--- src/rtl/blt_cmd_decode.sv ---
// Bluetooth command decoder: assembles HDR/CMD/CHK frames from UART byte strobes and
// drives registered direction, pause and restart controls for the snake game logic.
module blt_cmd_decode #(
    parameter int unsigned TIMEOUT = 5_000_000,
    parameter logic [7:0]  HDR     = 8'hA5,
    parameter logic [7:0]  CHK_KEY = 8'h5A
) (
    input  logic       clk,
    input  logic       rst,
    input  logic       ack,
    input  logic [7:0] data_in,
    output logic [1:0] dir,
    output logic       dir_valid,
    output logic       pause,
    output logic       restart,
    output logic       frame_err
);

    localparam int unsigned      CNT_W    = 24;
    localparam logic [CNT_W-1:0] CNT_LAST = CNT_W'(TIMEOUT - 1);

    localparam logic [7:0] CMD_UP      = 8'h01;
    localparam logic [7:0] CMD_DOWN    = 8'h02;
    localparam logic [7:0] CMD_LEFT    = 8'h03;
    localparam logic [7:0] CMD_RIGHT   = 8'h04;
    localparam logic [7:0] CMD_PAUSE   = 8'h10;
    localparam logic [7:0] CMD_RESTART = 8'h20;
    localparam logic [1:0] DIR_RIGHT   = 2'b11;

    typedef enum logic [1:0] {
        S_HDR = 2'd0,
        S_CMD = 2'd1,
        S_CHK = 2'd2
    } state_t;

    state_t           state_q, state_d;
    logic [CNT_W-1:0] cnt_q, cnt_d;
    logic [7:0]       cmd_q, cmd_d;
    logic             timeout_c;
    logic [1:0]       req_dir_c;

    logic [1:0] dir_d;
    logic       dir_valid_d, pause_d, restart_d, frame_err_d;

    // An ack landing on the expiry cycle takes priority over the timeout
    assign timeout_c = (state_q != S_HDR) && !ack && (cnt_q == CNT_LAST);
    assign cnt_d     = (state_q == S_HDR || ack || timeout_c) ? '0 : cnt_q + CNT_W'(1);
    // Movement commands 01..04 map onto direction codes 00..11
    assign req_dir_c = cmd_q[1:0] - 2'b01;

    // State register
    always_ff @(posedge clk or negedge rst) begin
        if (!rst) begin
            state_q <= S_HDR;
            cnt_q   <= '0;
            cmd_q   <= '0;
        end else begin
            state_q <= state_d;
            cnt_q   <= cnt_d;
            cmd_q   <= cmd_d;
        end
    end

    // Next-state logic
    always_comb begin
        state_d = state_q;
        cmd_d   = cmd_q;
        case (state_q)
            S_HDR: begin
                if (ack && data_in == HDR) state_d = S_CMD;
            end
            S_CMD: begin
                if (ack) begin
                    cmd_d   = data_in;
                    state_d = S_CHK;
                end else if (timeout_c) begin
                    state_d = S_HDR;
                end
            end
            S_CHK: begin
                if (ack || timeout_c) state_d = S_HDR;
            end
            default: state_d = S_HDR;
        endcase
    end

    // Output logic: next values of the registered controls
    always_comb begin
        dir_d       = dir;
        pause_d     = pause;
        dir_valid_d = 1'b0;
        restart_d   = 1'b0;
        frame_err_d = timeout_c;
        if (ack && state_q == S_CHK) begin
            if (data_in != (cmd_q ^ CHK_KEY)) begin
                frame_err_d = 1'b1;
            end else begin
                case (cmd_q)
                    CMD_UP, CMD_DOWN, CMD_LEFT, CMD_RIGHT: begin
                        // Reverse of the current heading differs only in bit 0
                        if (!pause && req_dir_c != dir && req_dir_c != (dir ^ 2'b01)) begin
                            dir_d       = req_dir_c;
                            dir_valid_d = 1'b1;
                        end
                    end
                    CMD_PAUSE: pause_d = ~pause;
                    CMD_RESTART: begin
                        restart_d = 1'b1;
                        pause_d   = 1'b0;
                        dir_d     = DIR_RIGHT;
                    end
                    default: frame_err_d = 1'b1;
                endcase
            end
        end
    end

    // Output registers
    always_ff @(posedge clk or negedge rst) begin
        if (!rst) begin
            dir       <= DIR_RIGHT;
            dir_valid <= 1'b0;
            pause     <= 1'b0;
            restart   <= 1'b0;
            frame_err <= 1'b0;
        end else begin
            dir       <= dir_d;
            dir_valid <= dir_valid_d;
            pause     <= pause_d;
            restart   <= restart_d;
            frame_err <= frame_err_d;
        end
    end

endmodule

--- config.mk ---
export PLATFORM = sky130hd
export DESIGN_NAME = blt_cmd_decode
export DESIGN_NICKNAME = d
export VERILOG_FILES = /design/src/rtl/blt_cmd_decode.sv
export SDC_FILE = /design/constraint.sdc
export NUM_CORES = 1
export LEC_CHECK = 0
export ABC_CLOCK_PERIOD_IN_PS = 4600
export CAP_MARGIN = 10
export CORE_MARGIN = 3
export CORE_UTILIZATION = 25
export DETAILED_ROUTE_END_ITERATION = 8
export PLACE_DENSITY_LB_ADDON = 0.1
export SLEW_MARGIN = 20
export SYNTH_ARGS = -nofsm -noshare
export SYNTH_HDL_FRONTEND = slang
export SYNTH_SLANG_ARGS = --single-unit
--- constraint.sdc ---
create_clock -name clk -period 4.6 [get_ports clk]
set_clock_uncertainty 0.1 [all_clocks]
set_input_delay 0.92 -clock clk [delete_from_list [all_inputs] [get_ports clk]]
set_output_delay 0.92 -clock clk [all_outputs]
set_load 0.02 [all_outputs]
==> flow_summary.json <==
{
  "layout-drive-gt1-share_pct": 11.01,
  "final_cells": 329,
  "ys_ff_latch": 40,
  "rows": 32,
  "synth_area_mm2": 0.002097,
  "syn_to_final_growth_pct": 17.00,
  "timing.final.crit_period_ps": 2630,
  "synthAdderAreaFrac_pct": 2.983,
  "startpoint_type": "primary input",
  "clkTransAtPathRegs_ps": 70,
  "cts.sinks": 40,
  "multi_input_area_mm2": 0.001049,
  "via_per_inst": 4.459,
  "synth_seq_area_share_pct": 47.85,
  "hpwlAfterDp_um": 3109,
  "synthDistinctLibCells": 37,
  "nets": 242,
  "r2r_cells": 5,
  "cp.arrival_ps": 2750,
  "vias": 1467,
  "synthTopCellsByArea": "dfrtp_1, xor2_1, nor2_1",
  "synth_xor_area_share_pct": 13.37,
  "cts_tree": "built",
  "synth_edf_count": 0,
  "finalSetupViolCount": 0,
  "hold_path.class": "flop to flop",
  "dieHeight_um": 97.59,
  "io_pins": 17,
  "drtIter0Drc": 72,
  "r2r-end": "cnt_q[5]$_DFF_PN0_",
  "async_reset_ff_share_pct": 100.0,
  "postLayoutCoreUtil_pct": 30.95,
  "relSlewSlack_pct": 37.74,
  "hold-path-endpoint": "dir[1]$_DFFE_PN1P_",
  "path_cells": "clkdlybuf4s50_1 > xnor2_1 > nor4_2 > nand4_2 > or4_1 > nand3_1",
  "fill_cells": 835,
  "grt_pass1_wl_um": 7493,
  "fin_tns_setup_ps": 0,
  "worstPathRequired_ps": 4720,
  "synth_top_flop_cell": "dfrtp_1",
  "slowest_delay_ps": 540,
  "dieArea_mm2": 0.009523,
  "drc": 0,
  "grt_max_degree": 41,
  "ant_nets": 0,
  "maxCapViolCount": 0,
  "outcome": "completed",
  "place_congestion": 0.7031,
  "yosys-top-cells-count": "dfrtp_1, nor2_1, xor2_1",
  "fmax_mhz": 380.2,
  "clockBufferDepth": 2,
  "cts-root-buf": "clkbuf_8",
  "ff2ff_setup_slack_ps": 2010,
  "cts_resized": 0,
  "path_class": "primary input to flop",
  "cts.htree.levels": 2,
  "drtPass1Iterations": 4,
  "place_ws_ps": 1666,
  "timing.hold.ws_ps": 380.5,
  "detail_route.wl_per_cell_um": 13.35,
  "path_max_fanout": 8,
  "cp_slowest_cell": "clkdlybuf4s50_1",
  "hold_violations": 0,
  "hold_path_depth": 2,
  "insertion_delay_ps": 290,
  "ys_warn_count": 0,
  "die_x_um": 97.59,
  "antenna_found_initial": 0,
  "synth_fp_nets": 222,
  "postCtsHoldBufs": 0,
  "yosysMostFrequentCell": "dfrtp_1",
  "grt.overflow.total": 0,
  "cts_buffers": 5,
  "start_util_pct": 26.45,
  "synth_compound_area_share_pct": 3.341,
  "hold_path.startpoint": "dir[1]$_DFFE_PN1P_",
  "synth_mux_area_share_pct": 4.296,
  "reg2reg_from": "cnt_q[15]$_DFF_PN0_",
  "port_buffers": 16,
  "grt_pass1_vias": 1487,
  "track_usage_pct": 9.900,
  "placeableCoreArea_mm2": 0.007928,
  "tightestPinTransition_ps": 934.0,
  "synth-simple-area-share_pct": 26.01,
  "slew_viol_final": 0,
  "synth_top_family_by_area": "simple AND/OR/NAND/NOR gates",
  "end_kind": "flop",
  "synth_cells": 206,
  "p_per_area_mw_per_mm2": 267.2,
  "vdd_drop_max_uv": 101.0,
  "post_cts_buffers": 0,
  "diodes": 0,
  "area.sequential_mm2": 0.001003,
  "dp.cells": 321,
  "p_leak_nw": 0.9875,
  "rsz0062_at_grt": "no",
  "post-route-period-util_pct": 57.18,
  "route.final.wire_length_um": 4393,
  "yosys.area.top_type_share_pct": 45.35,
  "yosys.area.top_type": "dfrtp_1",
  "setup_slack_ps": 1970,
  "syn-mean-instance-area_um2": 10.18
}
cells by family after synthesis:
family	count (synthesis)
adders and majority gates	5
DFF	40
muxes	8
xor gates and xnor gates	32
buffers and inverters	10
AOI/OAI and AO/OA	12
and+or+nand+nor	99
worst max-delay path by stage:
stage,startpoint,endpoint,slack (ps),cells past startpoint
finish,data_in[4],pause$_DFFE_PN0P_,1970,6
detailed placement,data_in[1],pause$_DFFE_PN0P_,1670,6
global route,cnt_q[15]$_DFF_PN0_,cnt_q[21]$_DFF_PN0_,1730,5
global placement,data_in[4],dir[0]$_DFFE_PN1P_,1630,6
floorplan,data_in[0],pause$_DFFE_PN0P_,2380,5
CTS,cnt_q[15]$_DFF_PN0_,cnt_q[21]$_DFF_PN0_,1940,5
layout by cell type, fill, tap and decap left out, types with 3 or more instances in the layout:
master / instances
mux2_2: 8
or4_1: 3
inv_1: 7
o21ai_0: 4
ha_1: 5
nor4_2: 3
nand2_1: 16
xnor2_1: 10
clkbuf_8: 6
nand4_1: 8
nand2b_1: 3
a21oi_1: 3
nor3_1: 3
nand3_1: 10
nor2_1: 30
nor4_1: 4
and3_1: 3
dfrtp_1: 38
xor2_1: 22
clkdlybuf4s50_1: 15
registers in the layout, indices dropped and copies added, names as in the netlist:
| register | flops |
|---|---|
| cnt_q | 24 |
| cmd_q | 8 |
| dir | 2 |
| state_q | 2 |
| dir_valid | 1 |
| frame_err | 1 |
| pause | 1 |
| restart | 1 |
metrics by stage:
step / total power [W] / area (um2)
floorplan: 0.0003938 / 2097
global placement: 0.0004200 / 2361
detailed placement: 0.0004199 / 2361
CTS: 0.0006705 / 2454
global route: 0.0006958 / 2454
finish: 0.0006556 / 2454
power by group:
group	switching [W]	leakage (nW)	internal (W)
Sequential	0.00000606	0.545	0.000355
Clock	0.000124	0.0510	0.000120
Combinational	0.0000276	0.391	0.0000227
routing by layer:
layer  up-vias  part of all wire (%)  global-route usage (%)
met2        12                    45                   15.02
met1       697                    51                   13.70
li1        754                     -                       -
met5         -                     0                       0
met4         0                   1.6                   3.834
met3         4                   2.2                   2.154
final cells by class:
cell class / instances / share of cell area [%]
clock buffer: 6 / 3.366
clock inverter: 2 / 0.4080
multi-input combinational: 156 / 42.73
inverter: 7 / 1.071
timing repair buffer: 16 / 6.323
tap: 102 / 5.201
sequential: 40 / 40.90
worst max-delay path: cells and delay by family:
family | cells | cell delay, ps
simple gates | 4 | 1180
xor+xnor | 1 | 110
buf+inv | 1 | 540
Note: power is estimated with default switching activity, not from simulation.
